==> config.mk <==
export PLATFORM = sky130hd
export DESIGN_NAME = cpu_bus_tdm
export DESIGN_NICKNAME = d
export VERILOG_FILES = /design/src/rtl/cpu_bus_pkg.sv /design/src/rtl/slot_sequencer.sv /design/src/rtl/cpu_bus_tdm.sv
export SDC_FILE = /design/constraint.sdc
export NUM_CORES = 1
export LEC_CHECK = 0
export BUFFER_PORTS_ARGS = -buffer_cell sky130_fd_sc_hd__buf_2
export CORE_ASPECT_RATIO = 0.6
export CORE_MARGIN = 1
export CORE_UTILIZATION = 46
export DETAILED_ROUTE_END_ITERATION = 8
export GPL_ROUTABILITY_DRIVEN = 0
export PLACE_DENSITY = 0.85
export SLEW_MARGIN = 20
export SYNTH_ARGS = -nofsm -noshare
export SYNTH_HDL_FRONTEND = slang
export SYNTH_SLANG_ARGS = --single-unit
export TNS_END_PERCENT = 50
==> constraint.sdc <==
create_clock -name CLK_6M -period 1.85 [get_ports CLK_6M]
set_clock_uncertainty 0.2 [all_clocks]
set_input_delay 0.37 -clock CLK_6M [delete_from_list [all_inputs] [get_ports CLK_6M]]
set_output_delay 0.37 -clock CLK_6M [all_outputs]
set_load 0.05 [all_outputs]
==> src/rtl/cpu_bus_pkg.sv <==
// Shared types and helpers for the time-division multiplexed CPU bus.
// Struct fields are sized for the largest supported configuration; users take the low bits.
package cpu_bus_pkg;

    localparam int SLOT_PHASE_SETUP = 0;
    localparam int MAX_CPU          = 4;
    localparam int MAX_DATA_W       = 32;
    localparam int MAX_SEL          = 8;

    typedef logic [$clog2(MAX_CPU)-1:0] owner_t;

    typedef enum logic {
        SEQ_IDLE = 1'b0,
        SEQ_SLOT = 1'b1
    } seq_state_t;

    typedef struct packed {
        logic [15:0]           addr;
        logic [MAX_DATA_W-1:0] data;
        logic                  rnw;
        logic                  req;
        logic [MAX_SEL-1:0]    cs_n;
    } slot_latch_t;

    function automatic int owner_width(input int n);
        return (n <= 2) ? 1 : $clog2(n);
    endfunction

    function automatic owner_t wrap_inc(input owner_t cur, input int n);
        return owner_t'((int'(cur) + 1) % n);
    endfunction

endpackage

==> src/rtl/slot_sequencer.sv <==
// Slot phase counter and owner arbitration (fixed round-robin or skip-idle).
//   state    | meaning
//   SEQ_IDLE | no slot in progress (after reset, or skip-idle with no requester)
//   SEQ_SLOT | a slot is running, phase counts 0..SLOT_CYCLES-1
module slot_sequencer
    import cpu_bus_pkg::*;
#(
    parameter int NUM_CPU     = 2,
    parameter int SLOT_CYCLES = 2,
    parameter int SKIP_IDLE   = 0
) (
    input  logic                            clk_sys,
    input  logic                            rst_b,
    input  logic [NUM_CPU-1:0]              req,
    output logic [owner_width(NUM_CPU)-1:0] owner,
    output logic                            slot_start,
    output logic                            slot_last,
    output logic                            start_nxt,
    output logic                            idle_nxt,
    output logic [owner_width(NUM_CPU)-1:0] owner_nxt
);
    localparam int OW = owner_width(NUM_CPU);
    localparam int PW = $clog2(SLOT_CYCLES);
    localparam logic [PW-1:0] LAST_PHASE  = PW'(SLOT_CYCLES - 1);
    localparam logic [PW-1:0] SETUP_PHASE = PW'(SLOT_PHASE_SETUP);

    seq_state_t    state;
    logic [PW-1:0] phase;
    logic          fresh;

    assign slot_last = (state == SEQ_SLOT) && (phase == LAST_PHASE);

    // Until the first grant there is no previous owner, so the search starts at CPU 0.
    always_comb begin
        int base;
        owner_nxt = owner;
        start_nxt = 1'b0;
        idle_nxt  = 1'b0;
        base      = fresh ? 0 : int'(wrap_inc(owner_t'(owner), NUM_CPU));
        if ((state == SEQ_IDLE) || (phase == LAST_PHASE)) begin
            if (SKIP_IDLE == 0) begin
                start_nxt = 1'b1;
                owner_nxt = OW'(base);
            end else begin
                idle_nxt = 1'b1;
                for (int k = NUM_CPU - 1; k >= 0; k--) begin
                    for (int c = 0; c < NUM_CPU; c++) begin
                        if ((c == (base + k) % NUM_CPU) && req[c]) begin
                            start_nxt = 1'b1;
                            idle_nxt  = 1'b0;
                            owner_nxt = OW'(c);
                        end
                    end
                end
            end
        end
    end

    always_ff @(posedge clk_sys) begin
        if (!rst_b) begin
            state      <= SEQ_IDLE;
            phase      <= SETUP_PHASE;
            owner      <= '0;
            slot_start <= 1'b0;
            fresh      <= 1'b1;
        end else begin
            slot_start <= start_nxt;
            if (start_nxt) begin
                state <= SEQ_SLOT;
                phase <= SETUP_PHASE;
                owner <= owner_nxt;
                fresh <= 1'b0;
            end else if (idle_nxt) begin
                state <= SEQ_IDLE;
                phase <= SETUP_PHASE;
            end else begin
                phase <= phase + PW'(1);
            end
        end
    end

endmodule

==> src/rtl/cpu_bus_tdm.sv <==
// Shares one video/latch bus between NUM_CPU CPUs in fixed-length time slots.
// Holds the per-slot request latch, drives the shared bus and returns read data / acks.
module cpu_bus_tdm
    import cpu_bus_pkg::*;
#(
    parameter int NUM_CPU     = 2,
    parameter int ADDR_W      = 13,
    parameter int DATA_W      = 8,
    parameter int NUM_SEL     = 4,
    parameter int SLOT_CYCLES = 2,
    parameter int SKIP_IDLE   = 0
) (
    input  logic                            CLK_6M,
    input  logic                            nRESET,
    input  logic [NUM_CPU*16-1:0]           cpu_a,
    input  logic [NUM_CPU*DATA_W-1:0]       cpu_dout,
    input  logic [NUM_CPU-1:0]              cpu_rnw,
    input  logic [NUM_CPU-1:0]              cpu_req,
    input  logic [NUM_CPU*NUM_SEL-1:0]      cpu_cs_n,
    output logic [ADDR_W-1:0]               A,
    output logic [DATA_W-1:0]               D_out,
    output logic                            D_oe,
    input  logic [DATA_W-1:0]               D_in,
    output logic                            nWE,
    output logic [NUM_SEL-1:0]              sel_n,
    output logic [owner_width(NUM_CPU)-1:0] owner,
    output logic                            slot_start,
    output logic [NUM_CPU*DATA_W-1:0]       cpu_rdata,
    output logic [NUM_CPU-1:0]              cpu_ack
);
    localparam int OW = owner_width(NUM_CPU);

    logic          slot_last;
    logic          start_nxt;
    logic          idle_nxt;
    logic [OW-1:0] owner_nxt;
    slot_latch_t   latch_q;
    slot_latch_t   latch_nxt;
    logic          unused_latch_bits;

    slot_sequencer #(
        .NUM_CPU     (NUM_CPU),
        .SLOT_CYCLES (SLOT_CYCLES),
        .SKIP_IDLE   (SKIP_IDLE)
    ) u_seq (
        .clk_sys    (CLK_6M),
        .rst_b      (nRESET),
        .req        (cpu_req),
        .owner      (owner),
        .slot_start (slot_start),
        .slot_last  (slot_last),
        .start_nxt  (start_nxt),
        .idle_nxt   (idle_nxt),
        .owner_nxt  (owner_nxt)
    );

    // Upper latch bits exist only for wider configurations.
    assign unused_latch_bits = ^latch_q;

    always_comb begin
        latch_nxt = '0;
        for (int i = 0; i < NUM_CPU; i++) begin
            if (int'(owner_nxt) == i) begin
                latch_nxt.addr                = cpu_a[16*i +: 16];
                latch_nxt.data[DATA_W-1:0]    = cpu_dout[DATA_W*i +: DATA_W];
                latch_nxt.rnw                 = cpu_rnw[i];
                latch_nxt.req                 = cpu_req[i];
                latch_nxt.cs_n[NUM_SEL-1:0]   = cpu_cs_n[NUM_SEL*i +: NUM_SEL];
            end
        end
    end

    always_ff @(posedge CLK_6M) begin
        if (!nRESET) begin
            latch_q   <= '0;
            A         <= '0;
            D_out     <= '0;
            D_oe      <= 1'b0;
            nWE       <= 1'b1;
            sel_n     <= '1;
            cpu_rdata <= '0;
            cpu_ack   <= '0;
        end else begin
            cpu_ack <= '0;
            if (slot_last && latch_q.req) begin
                for (int i = 0; i < NUM_CPU; i++) begin
                    if (int'(owner) == i) begin
                        cpu_ack[i] <= 1'b1;
                        if (latch_q.rnw) begin
                            cpu_rdata[DATA_W*i +: DATA_W] <= D_in;
                        end
                    end
                end
            end

            if (start_nxt) begin
                latch_q <= latch_nxt;
                nWE     <= 1'b1;
                if (latch_nxt.req) begin
                    A     <= latch_nxt.addr[ADDR_W-1:0];
                    D_out <= latch_nxt.data[DATA_W-1:0];
                    D_oe  <= ~latch_nxt.rnw;
                    sel_n <= latch_nxt.cs_n[NUM_SEL-1:0];
                end else begin
                    D_oe  <= 1'b0;
                    sel_n <= '1;
                end
            end else if (idle_nxt) begin
                latch_q.req <= 1'b0;
                D_oe        <= 1'b0;
                sel_n       <= '1;
                nWE         <= 1'b1;
            end else begin
                // Phase 0 always keeps nWE high so back-to-back writes are separated.
                nWE <= ~(latch_q.req & ~latch_q.rnw);
            end
        end
    end

endmodule

Word-level counts from Yosys, hierarchy flattened
Index checks and enable logic that the tools add are counted.
{ "word_totals": {"reg_bits": 52, "in_bits": 70, "word_cells": 46} }
{ "classes": {"add_sub_neg": 2, "n_mux": 14, "bitwise": 7, "n_reduce_logical": 8} }
{ "ops": {"columns": ["op", "count"], "rows": [
  ["$mux W13", 1],
  ["$mux W4", 3],
  ["$mux W10", 1],
  ["$mux W1", 9],
  ["$not A1 Y1", 6],
  ["$reduce_and A3 Y1", 2],
  ["$reduce_and A2 Y1", 2],
  ["$add A1 B1 Y1 const B", 2],
  ["$logic_and A1 B1 Y1", 2],
  ["$reduce_or A2 Y1", 1],
  ["$and A1 B1 Y1", 1],
  ["$logic_or A1 B1 Y1", 1]
]} }

Logic depth before layout (Yosys ltp)
Gate-level depths: netlist (run 1).
{ "depth": {"depth_word": 7, "ltp_mapped": 6, "ltp_nobuf": 4} }

Hierarchy
Synthesis (run 1) repeated with hierarchy kept, for this count alone.
{ "unflattened": {"hier_cells": 212, "area_unflattened_um2": 2147.1} }
{ "modules_own_cells": {"columns": ["module", "instances", "cells_each", "area_each_um2", "seq_area_each_um2"], "rows": [
  ["cpu_bus_tdm", 1, 194, 1959.4, 940.9],
  ["slot_sequencer", 1, 18, 187.7, 100.1]
]} }

Least setup slack after synthesis (run 1)
No wires, ideal clock.
{ "synth_timing": {"path_kind": "register -> register", "start": "reg u_seq.owner", "end": "reg A[0]", "setup_ps": 125, "arrival_ps": 1593, "t_required_ps": 1525, "setup_slack_ps": -68, "stages_incl_launch_ff": 6, "n_path_buf": 1, "synth_period_minus_slack_ps": 1918, "cell_sequence": "dfxtp_1 -> nor2_4 -> or3_4 -> buf_6 -> o21ai_2 -> a211oi_2"} }
{ "synth_between": {"elab_chain_len": 5, "word_cells_on_any_way": 6, "cone_classes": "add/sub (1); mux (4); reduce/logical (1)"} }
{ "synth_rtl": {"columns": ["item", "line", "text"], "rows": [
  ["from (decl)", "slot_sequencer.sv:15", "output logic [owner_width(NUM_CPU)-1:0] owner,"],
  ["from (signal assigned)", "slot_sequencer.sv:71", "owner <= owner_nxt;"],
  ["$add A1 B1 Y1", "cpu_bus_pkg.sv:30", "return owner_t'((int'(cur) + 1) % n);"],
  ["$mux W1", "slot_sequencer.sv:39", "base = fresh ? 0 : int'(wrap_inc(owner_t'(owner), NUM_CPU));"],
  ["$mux W1 *", "slot_sequencer.sv:40", "if ((state == SEQ_IDLE) || (phase == LAST_PHASE)) begin"],
  ["$mux W10", "cpu_bus_tdm.sv:63", "if (int'(owner_nxt) == i) begin"],
  ["$reduce_and A2 Y1 (no line)", null, null],
  ["to (signal assigned)", "cpu_bus_tdm.sv:100", "A <= latch_nxt.addr[ADDR_W-1:0];"],
  ["to (decl)", "cpu_bus_tdm.sv:20", "output logic [ADDR_W-1:0] A,"]
]} }
Every way passes the cells marked *; elsewhere a longest branch is shown, timed or not.
A chain may end at the register's enable or synchronous reset.

Worst setup path in the final report (run 1)
{ "layout_timing": {"start": "reg u_seq.phase", "end": "reg D_out[5]"} }
{ "layout_between": {"elab_chain_len": 4, "word_cells_on_any_way": 5, "cone_classes": "mux (3); reduce/logical (2)"} }
{ "layout_rtl": {"columns": ["item", "line", "text"], "rows": [
  ["from (decl)", "slot_sequencer.sv:28", "logic [PW-1:0] phase;"],
  ["from (signal assigned)", "slot_sequencer.sv:77", "phase <= phase + PW'(1);"],
  ["$logic_or A1 B1 Y1 *", "slot_sequencer.sv:40", null],
  ["$mux W1", "slot_sequencer.sv:40", null],
  ["$mux W10", "cpu_bus_tdm.sv:63", null],
  ["$reduce_and A2 Y1 (no line)", null, null],
  ["to (signal assigned)", "cpu_bus_tdm.sv:101", "D_out <= latch_nxt.data[DATA_W-1:0];"],
  ["to (decl)", "cpu_bus_tdm.sv:21", "output logic [DATA_W-1:0] D_out,"]
]} }
Marked as above.

==> results of run 1 <==
[registers in the layout, summed over array words and instances, names as in the netlist]
register and cells:
u_seq.fresh 1, u_seq.owner 1, sel_n 4, u_seq.phase 1, latch_q 2, cpu_ack 2, nWE 1, D_oe 1
u_seq.state 1, A 13, cpu_rdata 16, D_out 8, u_seq.slot_start 1
[area by class of cell]
| cell class | count | share of cell area, % |
|---|---|---|
| clock buffers | 5 | 2.176 |
| clock inverters | 3 | 0.8706 |
| inverters | 3 | 0.3562 |
| multi-input cells | 183 | 40.05 |
| flip-flops and latches | 52 | 32.96 |
| well taps | 66 | 2.612 |
| repair buffers | 120 | 20.97 |
[cell families after synthesis]
kind of cell	after synthesis	share of synthesized area, %
muxes	18	7.791
AOI/OAI and AO/OA	70	24.61
and+or+nand+nor	95	19.81
DFF	52	42.93
buffers and inverters	23	4.850
[power breakdown]
group	leakage, nW	internal (mW)	total, mW	switching [mW]
combinational	1.00	0.225	0.676	0.451
clock	0.0463	0.278	0.677	0.398
sequential	0.427	1.18	1.23	0.0459
[tightest hold or removal path, delay by kind of cell]
kind | cells | cell delay [ps]
AND/OR/NAND/NOR | 1 | 50
buffers and inverters | 1 | 100
AO/OA/AOI/OAI | 1 | 50
[worst max-delay path by stage]
stage | to | slack (ps) | cells after the start
4_1_cts | D_out[5]$_SDFFE_PN0P_ | 130 | 5
5_1_grt | A[6]$_SDFFE_PN0P_ | 40 | 5
3_3_place_gp | A[9]$_SDFFE_PN0P_ | 190 | 5
6_report | D_out[5]$_SDFFE_PN0P_ | 130 | 5
2_1_floorplan | A[0]$_SDFFE_PN0P_ | 190 | 5
3_5_place_dp | D_out[5]$_SDFFE_PN0P_ | 170 | 5
[layout by cell type (no fill, tap or decap), types with 2 or more instances in the layout]
cell type and n:
nor3b_1 2, buf_4 7, o21ai_2 20, and2_1 2, nand3b_1 4, buf_2 110, inv_1 3, nor2_4 2
nand4_1 2, o21ai_0 23, nand3_1 5, clkbuf_8 5, nand2_1 28, nor2_1 26, a211oi_2 19, o311ai_1 4
mux2i_1 16, nor2b_1 18, dfxtp_1 51, buf_12 3, a211oi_1 2
[per-layer routing]
metal / GRT usage [%] / vias to the layer above
met2: 39.49 / 92
met3: 5.906 / 5
met4: 5.970 / 0
met5: 0 / -
met1: 27.60 / 1043
li1: - / 1111
[metrics by stage]
| step | std cells | utilization [%] | setup slack [ps] |
|---|---|---|---|
| final | 432 | 62.55 | 127.2 |
| after floorplan | 258 | - | 185.4 |
| after CTS | 432 | 62.55 | 131.2 |
| after detailed placement | 424 | 60.64 | 167.6 |
| after global routing | 432 | 62.55 | 41.31 |
| after global placement | 424 | 60.64 | 194.4 |
[cells in the mapped netlist]
master and instances:
buf_4 2, mux2_4 1, dfxtp_1 52, nand4b_1 1, a211oi_1 2, o21ai_2 20, nand3b_1 4, nand2b_1 1
o21ai_0 23, mux2i_1 16, nor3_1 1, nor2_1 26, nand3_2 1, or3_4 1, o311ai_1 4, a211oi_2 19
nand4_1 2, nand2_1 28, and2_1 2, or2_1 1, nand3_1 5, buf_2 7, nor2_4 2, buf_6 2
clkbuf_1 9, nor2b_1 18, a311oi_1 1, o211a_1 1, inv_1 3, mux2i_2 1, nor3b_1 2
==> results.md, run 1 <==
* Setup_tns at 0 ps
* Buf/Inv on CP at 1
* Via-per-instance ratio at about 5.2
* Hold depth at 3
* Worst reg2reg path depth at 5
* Max Freq at 580.5 MHz
* Synthesized area per cell at ~9.4 um^2
* Cell row count at 20
* CTS tree: built
* Sink Count at between 50 and 60
* Die area at 0.005575 mm^2
* Worst endpoint required time at 1850 ps
* P per Cell Area at 816.7 mW/mm^2
* Part of the cycle the worst path needs at between 90% and 100%
* Synth top area share at between 40% and 50%
* Largest net degree at the start of global routing at 52
* Status: finished clean
* WL/cell at roughly 14 um
* Met1 wire length at 2829 um
* Worst Hold Class: in -> reg
* Via count at ~2300
* Vias in the first global route at about 2200
* Leak at around 1.5 nW
* First-pass DRT Iterations at 4
* RR Startpoint: u_seq.phase$_SDFF_PP0_
* CP Launch Type: flip-flop
* Fin nets at about 440
* Slowest cell delay on critical path at between 300 and 400 ps
* Post-synthesis cell type count at 31
* Min cycle time layout at around 1700 ps
* Top Family by Delay on Critical Path: simple AND/OR/NAND/NOR gates
* CP startpoint: u_seq.phase$_SDFF_PP0_
* Critical path fanouts, max at 13
* Total wire length at 6035 um
* Synth Warn # at 0
* Starting DRT DRC Count at roughly 80
* TritonCTS buffer count at 5
* Hold Buf Count CTS at 0
* Met2 WL at 2732 um
* Crit path kind: reg -> reg
* Worst Hold End: A[10]$_SDFFE_PN0P_
* Core Box Area at approximately 0.005 mm^2
* Synthesized area at about 0.0024 mm^2
* Post-Syn Nets at 328
* Clock latency on the worst-skew pair at around 310 ps
* Leading area contributor after synthesis: dfxtp_1
* Antenna Cells at 0
* H-tree levels at 2
* Clock transition at the registers of the reported paths at 100 ps
* Final Cell Area at 0.003162 mm^2
* Area Growth Syn to Fin at 30.39%
* Layout cells sized above 1 at approximately 48%
* Top Ports at roughly 120
* GRT Overall Usage at between 20% and 30%
* Worst Path Arrival at 1720 ps
* Initial Util at approximately 48%
* Synthesized flop and latch total at 52
* Port bufs at 110
* Multi-input gate area at between 0.001 and 0.0015 mm^2
* # Post-CTS Setup Buffers at 0
* CP max stage cell: dfxtp_1
* Resize count post-CTS at 0
* Fillers at between 400 and 500
* Register area at roughly 0.0010 mm^2
* RSZ-0062 raised after global routing: false
* # Max-Cap Violations at 0
* Global route overflow at 0
* R2r setup slk at about 130 ps
* Reg-to-Reg End: D_out[5]$_SDFFE_PN0P_
* HPWL after detailed placement at about 4200 um
* Max-slew violation count at 0
* CTS max path bufs at 2
* Slew HR at roughly 75%
* Fin. Hold Viols at 0
* Final setup fails at 0
* Worst hold slack at 95.98 ps
* Antenna Nets Post-Route at 0
* # DRC at 0
* Clock Root Buffer: clkbuf_8
* Top post-synthesis cells by area: dfxtp_1 (43%), a211oi_2 (9.8%), o21ai_2 (7.2%), mux2i_1 (6.6%), o21ai_0 (4.7%)
* Initial antenna violation count at 0
* Die Y at slightly below 60 um
* Slew @ Worst Pin at around 380 ps
* Area after DPL at between 0.003 and 0.004 mm^2
* Peak supply drop at between 400 and 500 uV
* Wire length on met3 at 429 um
* Synth Instances at 258
* Die X at roughly 96 um
* Sequential share of the synthesized area at between 40 and 50%
* Overall Power at 2.582 mW
* CP endpoint kind: flip-flop
* Max layer used: met4
* First-pass GRT wire length at between 9000 and 10000 um
* Hold path startpoint: cpu_a[10]
* CP cell instances: nand2b_1, nand3_2, buf_12, o21ai_2, a211oi_2
(Power assumes the default switching activity.)
==> run 2: changes to the inputs <==
Clock period 1.85 ns to 1.75 ns, I/O delays scaled along.
==> run 2 against run 1 <==
Flip-flop and latch count did not move. Largest power group unchanged. Via count fell by 0.49%. First-iteration DRC count fell by 34%. Hold slack got worse by 10 ps.
==> results.md, run 2 (same netlist as run 1, synthesis figures left out) <==
* Status: finished clean
* Peak supply drop at approximately 500 uV
* Die X at between 90 and 100 um
* Vias in the first global route at a little under 2000
* Global route overflow at 0
* Top Ports at 117
* HPWL after detailed placement at between 4000 and 5000 um
* Die Y at ~58 um
* Slew HR at slightly below 80%
* Leak at around 1.5 nW
* # DRC at 0
* Slowest cell delay on critical path at between 300 and 400 ps
* Max-slew violation count at 0
* Layout cells sized above 1 at 47.54%
* Hold Buf Count CTS at 0
* P per Cell Area at 853.5 mW/mm^2
* Max FFs per register at 16
* CP max stage cell: dfxtp_2
* CP Launch Type: flip-flop
* Core Box Area at a little over 0.005 mm^2
* Post-layout worst setup margin at 66.33 ps
* Worst endpoint required time at between 1500 and 2000 ps
* Port bufs at 110
* Min cycle time layout at about 1700 ps
* GRT Overall Usage at about a fifth
* Clock latency on the worst-skew pair at approximately 300 ps
* Antenna Nets Post-Route at 0
* # Post-CTS Setup Buffers at 0
* CTS max path bufs at 2
* CTS tree: built
* Initial Util at a little under half
* First-pass DRT Iterations at 4
* Crit path kind: reg -> reg
* Biggest registers after layout: cpu_rdata: 16 flops, A: 13 flops, D_out: 8 flops
* WL/cell at between 10 and 15 um
* Starting DRT DRC Count at 54
* Commonest cells after routing, fill and taps aside: buf_2 (110), dfxtp_1 (51), nand2_1 (28)
* Biggest register: cpu_rdata
* # Max-Cap Violations at 0
* Antenna Cells at 0
* CP endpoint kind: flip-flop
* Resize count post-CTS at 0
* CP cell instances: nor2_4, nand3_2, buf_12, o21ai_2, a211oi_2
* Worst Hold Class: in -> reg
* Largest net degree at the start of global routing at 52
* Area after DPL at about 0.0031 mm^2
* Max Freq at 593.9 MHz
* Sink Count at 52
* Initial antenna violation count at 0
* Final Cell Area at roughly 0.0032 mm^2
* Buf/Inv on CP at 1
* Clock Root Buffer: clkbuf_8
* TritonCTS buffer count at 5
* Via-per-instance ratio at between 5 and 6
* RSZ-0062 raised after global routing: true
* Area Growth Syn to Fin at 30.39%
* Critical path fanouts, max at 16
* Top Family by Delay on Critical Path: simple AND/OR/NAND/NOR gates
* H-tree levels at 2
* Via count at between 2000 and 2500
* Fin nets at approximately 440
* Slew @ Worst Pin at roughly 340 ps
* Clock transition at the registers of the reported paths at approximately 100 ps
* Worst Path Arrival at 1680 ps
* Part of the cycle the worst path needs at a little over nine tenths
* Cell row count at 20
* Commonest non-fill, non-tap cell in the layout: buf_2
* Total wire length at 5842 um
* Fin. Hold Viols at 0
* Die area at about 0.0056 mm^2
* Final setup fails at 0
* Dpl ws at 84.46 ps
* First-pass GRT wire length at about 9000 um
## run 2: cell count changes in the layout (fill, tap and decap cells not counted)
cell,change
or3_4,+1
inv_8,-1
clkinvlp_4,+1
buf_4,-1
## run 2: stage by stage
step           instances  hold slack, ps  power, mW  util [%]  TNS, ps
3_5_place_dp         423           257.4      2.035     60.50        0
3_3_place_gp         423           244.2      2.016     60.50        0
5_1_grt              432           84.68      2.838     62.55   -71.20
6_report             432           85.76      2.699     62.55        0
4_1_cts              431           78.81      2.717     62.33        0
2_1_floorplan        258           220.7      1.826         -        0
## run 2: layout make-up
cell class | instances | area [um^2]
timing repair buffer | 119 | 655.6
sequential | 52 | 1042
tap | 66 | 82.58
clock buffer | 5 | 68.82
multi-input combinational | 184 | 1277
clock inverter | 3 | 23.77
inverter | 3 | 11.26
fill | 462 | 1893
## run 2: per-layer routing
layer | vias up | global-route usage, % | wire length (um)
met5 | - | 0 | 0
li1 | 1113 | - | -
met4 | 0 | 4.478 | 27
met1 | 1040 | 26.13 | 2815
met2 | 82 | 35.10 | 2639
met3 | 5 | 4.856 | 360
## run 2: worst paths after layout
| path | start | end | slack [ps] | depth (start not counted) |
|---|---|---|---|---|
| setup / recovery | u_seq.owner$_SDFFE_PN0N_ | D_out[6]$_SDFFE_PN0P_ | 70 | 5 |
| hold / removal | cpu_a[11] | A[11]$_SDFFE_PN0P_ | 90 | 3 |
| setup reg to reg | u_seq.owner$_SDFFE_PN0N_ | D_out[6]$_SDFFE_PN0P_ | 70 | 5 |
| hold reg to reg | sel_n[0]$_SDFFE_PN1N_ | sel_n[0]$_SDFFE_PN1N_ | 280 | 2 |
## run 2: worst register-to-register path, cell delays in order (launching register included)
cell	delay, ps
dfxtp_2	390
nor2_4	250
nand3_2	260
buf_12	240
o21ai_2	140
a211oi_2	80
## run 2: report_power, final
group          switching [mW]  total, mW  leakage [nW]  internal [mW]
Combinational           0.475      0.712          1.00          0.238
Clock                   0.401      0.685        0.0404          0.284
Sequential             0.0496       1.30         0.427           1.25
==> run 3: changes to the inputs <==
Settings changed: GPL_TIMING_DRIVEN from default to 0.
==> run 3 against run 2 <==
Non-clock buffer count is 11 higher. Register-to-register slack better by 20 ps. Power is 1.2% higher. Clock-buffer cell count stayed put. Final area is 0.55% higher. Sequential share of layout area is 0.14 points lower. Clock power is 3.6% higher.
==> results.md, run 3 (same netlist as run 1, synthesis figures left out) <==
* WL/cell at between 10 and 15 um
* R2r setup slk at 90 ps
* Initial Util at a little under half
* Fin. Hold Viols at 0
* Top Ports at ~120
* RSZ-0062 raised after global routing: false
* Area Growth Syn to Fin at 31.11%
* Clock Root Buffer: clkbuf_8
* Clock transition at the registers of the reported paths at around 100 ps
* Setup_tns at 0 ps
* Antenna Nets Post-Route at 0
* Worst Hold End: A[11]$_SDFFE_PN0P_
* # Max-Cap Violations at 0
* Antenna Cells at 0
* Peak supply drop at around 400 uV
* Levels on crit path at 5
* Biggest register: cpu_rdata
* Worst Path Arrival at 1660 ps
* CP Launch Type: flip-flop
* CTS tree: built
* Total wire length at roughly 6300 um
* Max Freq at 601.3 MHz
* CTS max path bufs at 2
* Min cycle time layout at 1663 ps
* Most used routing layer: met2
* Die X at around 96 um
* CP endpoint kind: flip-flop
* RR Startpoint: u_seq.owner$_SDFFE_PN0N_
* Reg-to-Reg End: A[4]$_SDFFE_PN0P_
* Max FFs per register at 16
* Worst reg2reg path depth at 5
* Die area at around 0.0056 mm^2
* HPWL after detailed placement at 4760 um
* Initial antenna violation count at 0
* M2 GR Usage at 38.67%
* CP cell instances: nor2_4, mux2_4, buf_2, nor2_1, a211oi_2
* Fin nets at between 400 and 500
* Hold path startpoint: cpu_a[11]
* Post-Place Cells at about 430
* Critical path fanouts, max at 10
* P per Cell Area at 859.3 mW/mm^2
* Overall Power at approximately 2.7 mW
* GR Util met3 at under 10%
* # DRC at 0
* Largest net degree at the start of global routing at 19
* Dpl ws at -13.94 ps
* H-tree levels at 2
* Commonest cells after routing, fill and taps aside: buf_2 (115), dfxtp_1 (50), nand2_1 (28)
* First-pass GRT wire length at about 9900 um
* Leak at 1.474 nW
* TritonCTS buffer count at 5
* GRT Overall Usage at 23.17%
* Via-per-instance ratio at around 5.2
* Buf/Inv on CP at 1
* Commonest non-fill, non-tap cell in the layout: buf_2
* Post-layout worst setup margin at 86.80 ps
* GR met1 Demand/Resource at 30.23%
* Vias in the first global route at roughly 2200
* Core Box Area at a little over 0.005 mm^2
* Clock latency on the worst-skew pair at approximately 310 ps
* Die Y at 58.24 um
* Hold depth at 3
* Global route overflow at 0
* Final setup fails at 0
* Status: finished clean
* Worst Hold Class: in -> reg
* Slew @ Worst Pin at 492.1 ps
* CP max stage cell: dfxtp_2
* First-pass DRT Iterations at 4
* Via count at roughly 2300
* Final cell count without fillers at between 400 and 500
* Top Family by Delay on Critical Path: flip-flops
* Part of the cycle the worst path needs at about 95%
* Port bufs at between 100 and 150
* Sink Count at between 50 and 60
* Slowest cell delay on critical path at between 400 and 500 ps
* Worst endpoint required time at 1750 ps
* Post-layout util at approximately 63%
* Max-slew violation count at 0
* Slew HR at about two thirds
* Crit path kind: reg -> reg
* Starting DRT DRC Count at just over 80
* Layout cells sized above 1 at between 40% and 50%
* Cell row count at 20
* Biggest registers after layout: cpu_rdata: 16 flops, A: 13 flops, D_out: 8 flops
[run 3: cell types whose count changed in the layout (fill, tap and decap cells not counted), sizes merged]
| cell | delta |
|---|---|
| clkbuf | +9 |
| inv | +2 |
| buf | +1 |
| clkinv | -1 |
| clkinvlp | -1 |
| dlygate4sd3 | +1 |
| or3 | -1 |
[run 3: per-layer routing]
layer / up-vias / part of all wire, %
li1: 1131 / -
met1: 1073 / 45
met2: 88 / 46
met3: 5 / 8.0
met4: 0 / 0.41
met5: - / 0
[run 3: worst max path at each step]
stage	slack (ps)	start	end
finish	90	u_seq.owner$_SDFFE_PN0N_	A[4]$_SDFFE_PN0P_
floorplan	90	u_seq.owner$_SDFFE_PN0N_	A[0]$_SDFFE_PN0P_
global route	2	u_seq.owner$_SDFFE_PN0N_	A[3]$_SDFFE_PN0P_
CTS	10	u_seq.state$_SDFFE_PN0N_	A[11]$_SDFFE_PN0P_
detailed placement	-10	u_seq.phase$_SDFF_PP0_	A[12]$_SDFFE_PN0P_
global placement	30	u_seq.phase$_SDFF_PP0_	D_out[4]$_SDFFE_PN0P_
[run 3: final cells by class]
type / count / area [um^2]
Clock inverter: 3 / 25.02
Clock buffer: 5 / 68.82
Sequential cell: 52 / 1044
Fill cell: 463 / 1876
Inverter: 3 / 11.26
Tap cell: 66 / 82.58
Multi-Input combinational cell: 183 / 1282
Buffer: 20 / 110.1
Timing Repair Buffer: 110 / 555.5
[run 3: where the power goes]
| part | internal [mW] | switching [mW] | total (mW) |
|---|---|---|---|
| combinational | 0.237 | 0.479 | 0.716 |
| sequential | 1.25 | 0.0530 | 1.31 |
| clock | 0.292 | 0.418 | 0.710 |
[run 3: worst reg2reg max path, stage by stage, from the launching register on]
cell	delay, ps
dfxtp_2	410
nor2_4	200
mux2_4	340
buf_2	200
nor2_1	160
a211oi_2	40
[run 3: timing repair]
action | CTS | global route
buffers inserted | 0 | 0
pin swaps | 0 | 1
hold buffers | 1 | 0
endpoints found under the setup margin | 17 | 20
resized for setup | 1 | 7
hold endpoints to repair | 1 | 0
[run 3: metrics by stage]
| step | hold slack (ps) | instance area (um^2) |
|---|---|---|
| after floorplan | 220.7 | 2426 |
| after global placement | 242.8 | 3054 |
| after detailed placement | 255.9 | 3054 |
| after CTS | 85.82 | 3161 |
| after global routing | 78.68 | 3179 |
| final | 88.28 | 3179 |
